## src/rtl/uart_rx_fifo.sv

```systemverilog
// 8N1 UART receiver with 16x oversampling, 2-of-3 bit voting and
// a first-word fall-through byte FIFO on the output side.
module uart_rx_fifo #(
    parameter int CLK_FREQ   = 50_000_000,
    parameter int BAUD_RATE  = 115200,
    parameter int FIFO_DEPTH = 16
) (
    input  logic                              clk,
    input  logic                              rst,
    input  logic                              rx,
    output logic [7:0]                        data_out,
    output logic                              valid,
    input  logic                              ready,
    output logic                              frame_err,
    output logic                              overrun,
    output logic [$clog2(FIFO_DEPTH+1)-1:0]   fifo_count
);

    localparam int DIV_RAW = CLK_FREQ / (BAUD_RATE * 16);
    localparam int DIV     = (DIV_RAW < 1) ? 1 : DIV_RAW;
    localparam int PW      = (DIV > 1) ? $clog2(DIV) : 1;
    localparam int AW      = $clog2(FIFO_DEPTH);
    localparam int CW      = $clog2(FIFO_DEPTH + 1);

    typedef enum logic [2:0] {
        IDLE, START, DATA, STOP, WAIT_HIGH
    } state_t;

    state_t          state_q, state_d;
    logic            meta_q, rxs_q;
    logic [PW-1:0]   presc_q, presc_d;
    logic [3:0]      sc_q, sc_d;
    logic            s7_q, s7_d, s8_q, s8_d;
    logic [7:0]      shift_q, shift_d;
    logic [2:0]      bit_q, bit_d;
    logic            tick, active, dec, eob, maj;
    logic            push_req;

    logic [7:0]      mem [FIFO_DEPTH];
    logic [AW-1:0]   wr_q, rd_q;
    logic [CW-1:0]   count_q, count_d;
    logic            full, push, pop;

    assign tick   = (presc_q == PW'(DIV - 1));
    assign active = (state_q == START) || (state_q == DATA)
                 || (state_q == STOP);
    assign dec    = active && tick && (sc_q == 4'd9);
    assign eob    = active && tick && (sc_q == 4'd15);
    assign maj    = (s7_q & s8_q) | (s7_q & rxs_q) | (s8_q & rxs_q);

    always_comb begin
        state_d   = state_q;
        presc_d   = tick ? '0 : presc_q + 1'b1;
        sc_d      = sc_q;
        s7_d      = s7_q;
        s8_d      = s8_q;
        shift_d   = shift_q;
        bit_d     = bit_q;
        push_req  = 1'b0;
        frame_err = 1'b0;
        if (active && tick) begin
            sc_d = sc_q + 4'd1;
            if (sc_q == 4'd7) s7_d = rxs_q;
            if (sc_q == 4'd8) s8_d = rxs_q;
        end
        unique case (state_q)
            IDLE: begin
                // Realign bit timing to the start edge.
                if (!rxs_q) begin
                    state_d = START;
                    presc_d = '0;
                    sc_d    = '0;
                end
            end
            START: begin
                if (dec && maj) begin
                    state_d = IDLE;
                end else if (eob) begin
                    state_d = DATA;
                    bit_d   = '0;
                end
            end
            DATA: begin
                if (dec) shift_d = {maj, shift_q[7:1]};
                if (eob) begin
                    if (bit_q == 3'd7) state_d = STOP;
                    else bit_d = bit_q + 3'd1;
                end
            end
            STOP: begin
                if (dec) begin
                    if (maj) begin
                        push_req = 1'b1;
                        state_d  = IDLE;
                    end else begin
                        frame_err = 1'b1;
                        state_d   = WAIT_HIGH;
                    end
                end
            end
            WAIT_HIGH: begin
                if (rxs_q) state_d = IDLE;
            end
            default: state_d = IDLE;
        endcase
    end

    always_ff @(posedge clk or posedge rst) begin
        if (rst) begin
            state_q <= IDLE;
            meta_q  <= 1'b1;
            rxs_q   <= 1'b1;
            presc_q <= '0;
            sc_q    <= '0;
            s7_q    <= 1'b1;
            s8_q    <= 1'b1;
            shift_q <= '0;
            bit_q   <= '0;
        end else begin
            state_q <= state_d;
            meta_q  <= rx;
            rxs_q   <= meta_q;
            presc_q <= presc_d;
            sc_q    <= sc_d;
            s7_q    <= s7_d;
            s8_q    <= s8_d;
            shift_q <= shift_d;
            bit_q   <= bit_d;
        end
    end

    assign full    = (count_q == CW'(FIFO_DEPTH));
    assign valid   = (count_q != '0);
    assign pop     = valid && ready;
    // When full, a simultaneous pop frees the slot the write lands in.
    assign push    = push_req && (!full || pop);
    assign overrun = push_req && full && !pop;
    assign data_out   = valid ? mem[rd_q] : 8'h00;
    assign fifo_count = count_q;

    always_comb begin
        count_d = count_q;
        if (push && !pop) count_d = count_q + CW'(1);
        if (pop && !push) count_d = count_q - CW'(1);
    end

    always_ff @(posedge clk) begin
        if (push) mem[wr_q] <= shift_q;
    end

    always_ff @(posedge clk or posedge rst) begin
        if (rst) begin
            wr_q    <= '0;
            rd_q    <= '0;
            count_q <= '0;
        end else begin
            if (push) wr_q <= wr_q + AW'(1);
            if (pop)  rd_q <= rd_q + AW'(1);
            count_q <= count_d;
        end
    end

endmodule

```

## config.mk

```make
export PLATFORM = sky130hd
export DESIGN_NAME = uart_rx_fifo
export DESIGN_NICKNAME = d
export VERILOG_FILES = /design/src/rtl/uart_rx_fifo.sv
export SDC_FILE = /design/constraint.sdc
export NUM_CORES = 1
export LEC_CHECK = 0
export CORE_ASPECT_RATIO = 0.75
export CORE_MARGIN = 8
export CORE_UTILIZATION = 61
export CTS_BUF_LIST = sky130_fd_sc_hd__clkbuf_16
export CTS_CLUSTER_SIZE = 25
export DETAILED_ROUTE_END_ITERATION = 8
export PLACE_DENSITY = 0.84
export SYNTH_ARGS = -nofsm -noshare
export SYNTH_HDL_FRONTEND = slang
export SYNTH_SLANG_ARGS = --single-unit
```

## constraint.sdc

```tcl
create_clock -name clk -period 4.1 [get_ports clk]
set_clock_uncertainty 0.2 [all_clocks]
set_input_delay 0.82 -clock clk [delete_from_list [all_inputs] [get_ports clk]]
set_output_delay 0.82 -clock clk [all_outputs]
set_load 0.05 [all_outputs]
```

# Yosys cells after proc, flatten, opt, wreduce, memory -nomap -nowiden
# Memory sizes are Yosys's and may differ from the RTL's.
# Cells that the tools add are included.
# classes
div	0
shift	0
bitwise_logic	5
addsub	7
n_lt_le_gt_ge	0
reduce_logical	25
multipliers	0
mux	31
eq_ne	20
# ops
cell	n
$mux 3	12
$mux 5	5
$pmux 3 s5	1
$ne 2x2->1 const B	7
$add 4x1->4 const B	3
$eq 4x4->1 const B	3
$mux 4	3
$add 5x1->5 const B	2
$eq 5x5->1 const B	2
$logic_and 1x1->1	10
$mux 1	8
$mux 8	1
$eq 3x2->1 const B	2
$eq 3x3->1 const B	2
$pmux 3 s2	1
$reduce_and 2->1	3
$reduce_and 6->1	1
$reduce_and 5->1	1
$reduce_bool 5->1	1
$sub 5x1->5 const B	1
$eq 4x3->1 const B	1
$reduce_bool 2->1	2
$add 3x1->3 const B	1
$and 1x1->1	3
7 further kinds	12
# totals
output_inout_bits	16
mem_count	1
register_bits	40
word_cells	101
romBits	0
inputBits	4
ramBits	128
latch_bits	0
# mem_list
memory	words	word_bits	rd	rd_ports_with_merged_regs	wr	line	source
mem	16	8	1	0	1	39	logic [7:0] mem [FIFO_DEPTH];

# Depth between registers and ports, before layout
# depth
depth_word	11
depth_mapped	11
ltp_nobuf	11

# Worst setup path after synthesis
# Ideal clock, no wire load.
# synth_timing
path_type	register to output
from	reg count_q[1], in the netlist fifo_count[1]
to	out overrun
path_slack_ns	0.383
t_required_ns	3.080
arrival_ns	2.697
path_buffers	0
stages_incl_launch_ff	4
path_cell_list	dfrtp_1 > or4_4 > or3b_1 > nor3_1
# synth_between
elab_chain_len	4
word_cells_on_any_way	6
cone_classes	eq/ne: 1; reduce/logical: 5
# synth_lines
item	line	source
from (decl)	41	logic [CW-1:0] count_q, count_d;
from (signal assigned)	159	count_q <= count_d;
$reduce_bool 5->1	133	assign valid = (count_q != '0);
$logic_and 1x1->1	134	assign pop = valid && ready;
$logic_not 1->1	137	assign overrun = push_req && full && !pop;
$logic_and 1x1->1 *	137	
to (decl)	15	output logic overrun,
# Mark *: on every way between the ends. The rest lies on a longest branch, timed or not.

# Worst setup path after layout
# layout_timing
from	reg presc_q[0]
to	out frame_err
# layout_between
elab_chain_len	5
# layout_lines
item	line	source
from (decl)	31	logic [PW-1:0] presc_q, presc_d;
from (signal assigned)	123	presc_q <= presc_d;
$eq 5x5->1	44	assign tick = (presc_q == PW'(DIV - 1));
$logic_and 1x1->1 (2 in series)	47	assign dec = active && tick && (sc_q == 4'd9);
$mux 1	91	if (dec) begin
$mux 1	66	unique case (state_q)
to (decl)	14	output logic frame_err,
# No other way between the ends.

==> flow_summary.yaml <==
status:
  status: "finished clean"
logic_synthesis:
  syn_nets: 402
  synth_area_leader_cell: "edfxtp_1"
  netlist_instances: 384
  ys.flop_type: "edfxtp_1"
  synth.top_cell.area_share_pct: 55.4
  synth_seq_cells: 168
  synth_edf_count: 128
  synth_cell_types: 48
  synth_seq_area_share_pct: 69.9
  ys_async_sr_fraction_pct: 23.8
  avgSynthCellArea_um2: 18.1
  synthTopCellsByArea: "edfxtp_1 55%, dfrtp_1 13%, mux4_2 13%"
  netlist_area_um2: 6940
  yosys_warnings: 0
grt:
  antenna_found_initial: 0
  gr-total-overflow: 0
  first_global_vias: 3760
  grt.total_usage_pct: 20.5
  grt_start_max_net_pins: 36
  grt_pass1_wl_um: 22400
sta:
  slew_viol_final: 0
  period_minus_slack_ns: 3.86
  worst_slack_ns: 0.239
  max_freq_mhz: 259
  worstMarginPinSlew_ns: 1.04
  hold_viol_final: 0
  tns_ns: 0
  maxSlewHeadroom_pct: 29.7
  setup_viol: 0
  finalCritPeriodShare_pct: 94.2
  rsz0062_at_grt: "no"
die:
  die_x_um: 139
  ioPinCount: 20
  core_region_area_um2: 11000
  die_area_um2: 15100
  placementRows: 33
  die_h_um: 108
  initial_core_util_pct: 63.0
worst_setup_path:
  reg2reg_depth: 9
  critical_path_class: "reg -> out"
  crit_start: "presc_q[0]$_DFF_PP0_"
  worstPathArrival_ns: 2.84
  critPathCapture: "frame_err"
  cp_max_fo: 9
  crit_required_ns: 3.08
  startpoint_type: "flop"
  crit_path_end_kind: "output port"
  r2r-start: "fifo_count[1]$_DFFE_PP0P_"
  r2r_end: "fifo_count[4]$_DFFE_PP0P_"
  r2r_slack_ns: 0.84
clock_network:
  clk_latency_ns: 0.42
  cts_buffer_depth: 2
  root_buffer: "clkbuf_16"
  clock-sinks: 168
  cts_buffers: 17
  path_clk_slew_ns: 0.06
  cts_tree: "yes"
  htreeDepth: 4
  hold_buffers: 0
cells_and_area:
  multi_input_area_um2: 2010
  num_antenna_cells: 0
  final_cell_mix: "128 x edfxtp_1, 40 x mux4_2, 35 x dfrtp_1"
  final_layout_size_suffix_gt1_share_pct: 29.1
  nets: 445
  register_area_um2: 4850
  area_delta_synth_final_pct: 15.4
  fillCellCount: 613
  final_common_cell: "edfxtp_1"
power_and_ir_drop:
  p_leak_nw: 3.19
  worst_ir_drop_vdd_mv: 0.325
  p_per_area_nw_per_um2: 438
routing:
  post-route-drc-count: 0
  routed_via_density: 6.47
  ant_nets: 0
  routed-via-count: 3751
  wire_per_inst_um: 24.7
  routed_wl_um: 14300
  drt-initial-drc-count: 421
  drtPass1Iterations: 4
placement:
  gp_congestion: 0.827
  pre_cts_ws_ns: 0.588
  portBuffers: 19
  dp_hpwl_um: 8360
run:
  cap_violations: 0
min_path:
  hp-class: "reg -> reg"
-- worst min-delay path by stage --
stage	start	endpoint	slack [ns]	cells past startpoint
after floorplan	meta_q$_DFF_PP1_	rxs_q$_DFF_PP1_	0.15	0
after global placement	meta_q$_DFF_PP1_	rxs_q$_DFF_PP1_	0.15	0
after detailed placement	meta_q$_DFF_PP1_	rxs_q$_DFF_PP1_	0.15	0
after CTS	meta_q$_DFF_PP1_	rxs_q$_DFF_PP1_	0.16	0
after global routing	meta_q$_DFF_PP1_	rxs_q$_DFF_PP1_	0.16	0
final	meta_q$_DFF_PP1_	rxs_q$_DFF_PP1_	0.16	0
-- power breakdown --
group / total [mW] / switching [mW] / internal [mW]
registers: 1.81 / 0.000716 / 1.81
clock network: 1.68 / 0.664 / 1.02
logic: 0.0133 / 0.00900 / 0.00430
-- critical path, stage by stage (launching register included) --
cell	delay, ns
dfrtp_1	0.41
inv_1	0.07
ha_1	0.14
and4b_2	0.28
nor3b_4	0.41
nand2_1	0.12
nor3_1	0.15
clkdlybuf4s50_1	0.83
-- through the flow --
step | std cells | hold slack (ns) | cell area [um2] | utilization (%) | power (mW)
final | 580 | 0.156 | 8010 | 72.7 | 3.51
after global routing | 580 | 0.164 | 8010 | 72.7 | 3.59
after CTS | 580 | 0.157 | 8000 | 72.6 | 3.53
after detailed placement | 548 | 0.148 | 7380 | 66.9 | 1.86
after global placement | 548 | 0.147 | 7380 | 66.9 | 1.86
after floorplan | 384 | 0.145 | 6940 | - | 1.86
-- kinds of logic (layout without fill, tap and decap cells) --
logic type / after synthesis / in the layout / share of synthesized area [%]
DFF: 168 / 168 / 69.9
and+or+nand+nor: 88 / 88 / 6.79
muxes: 54 / 54 / 15.2
buffers and inverters: 22 / 78 / 1.35
AOI/OAI and AO/OA: 20 / 20 / 1.96
xor gates and xnor gates: 17 / 17 / 2.14
adders and majority gates: 15 / 15 / 2.67
-- cells in the mapped netlist, drive strengths merged (2+ instances only) --
cell,instances
a21oi,3
dfstp,4
xnor2,11
nand2,15
o31ai,2
buf,7
nor2b,8
nand3,3
nand2b,3
xor2,6
nand4,4
nor3,7
and4,2
mux4,40
a22oi,2
clkbuf,7
nor4,2
or3b,2
ha,14
mux2,13
nor2,30
a22o,2
dfrtp,36
and3b,2
inv,8
a31oi,3
edfxtp,128
o21ai,4
nand3b,2
nand4b,2
-- cell type report --
| class | count | area share [%] |
|---|---|---|
| Clock inverter | 15 | 2.50 |
| Tap cell | 140 | 2.19 |
| Clock buffer | 17 | 5.31 |
| Timing Repair Buffer | 38 | 4.03 |
| Inverter | 8 | 0.375 |
| Sequential cell | 168 | 60.6 |
| Multi-Input combinational cell | 194 | 25.0 |
-- state kept, by name, indices dropped and copies added (netlist names) --
signal,cells
mem,128
meta_q,1
shift_q,8
rd_q,4
s8_q,1
s7_q,1
fifo_count,5
wr_q,4
bit_q,3
presc_q,5
state_q,3
sc_q,4
rxs_q,1
-- routing by layer --
layer / global-route usage (%) / wire [um]
met1: 26.8 / 5760
met2: 33.0 / 7030
met3: 5.41 / 1250
met4: 8.04 / 299
met5: 0 / 0
-- repair_timing --
item	CTS	global route
setup buffers	0	0
gates resized for setup	0	1
setup endpoints to repair	0	1
Note: power is estimated with default switching activity, not from simulation.
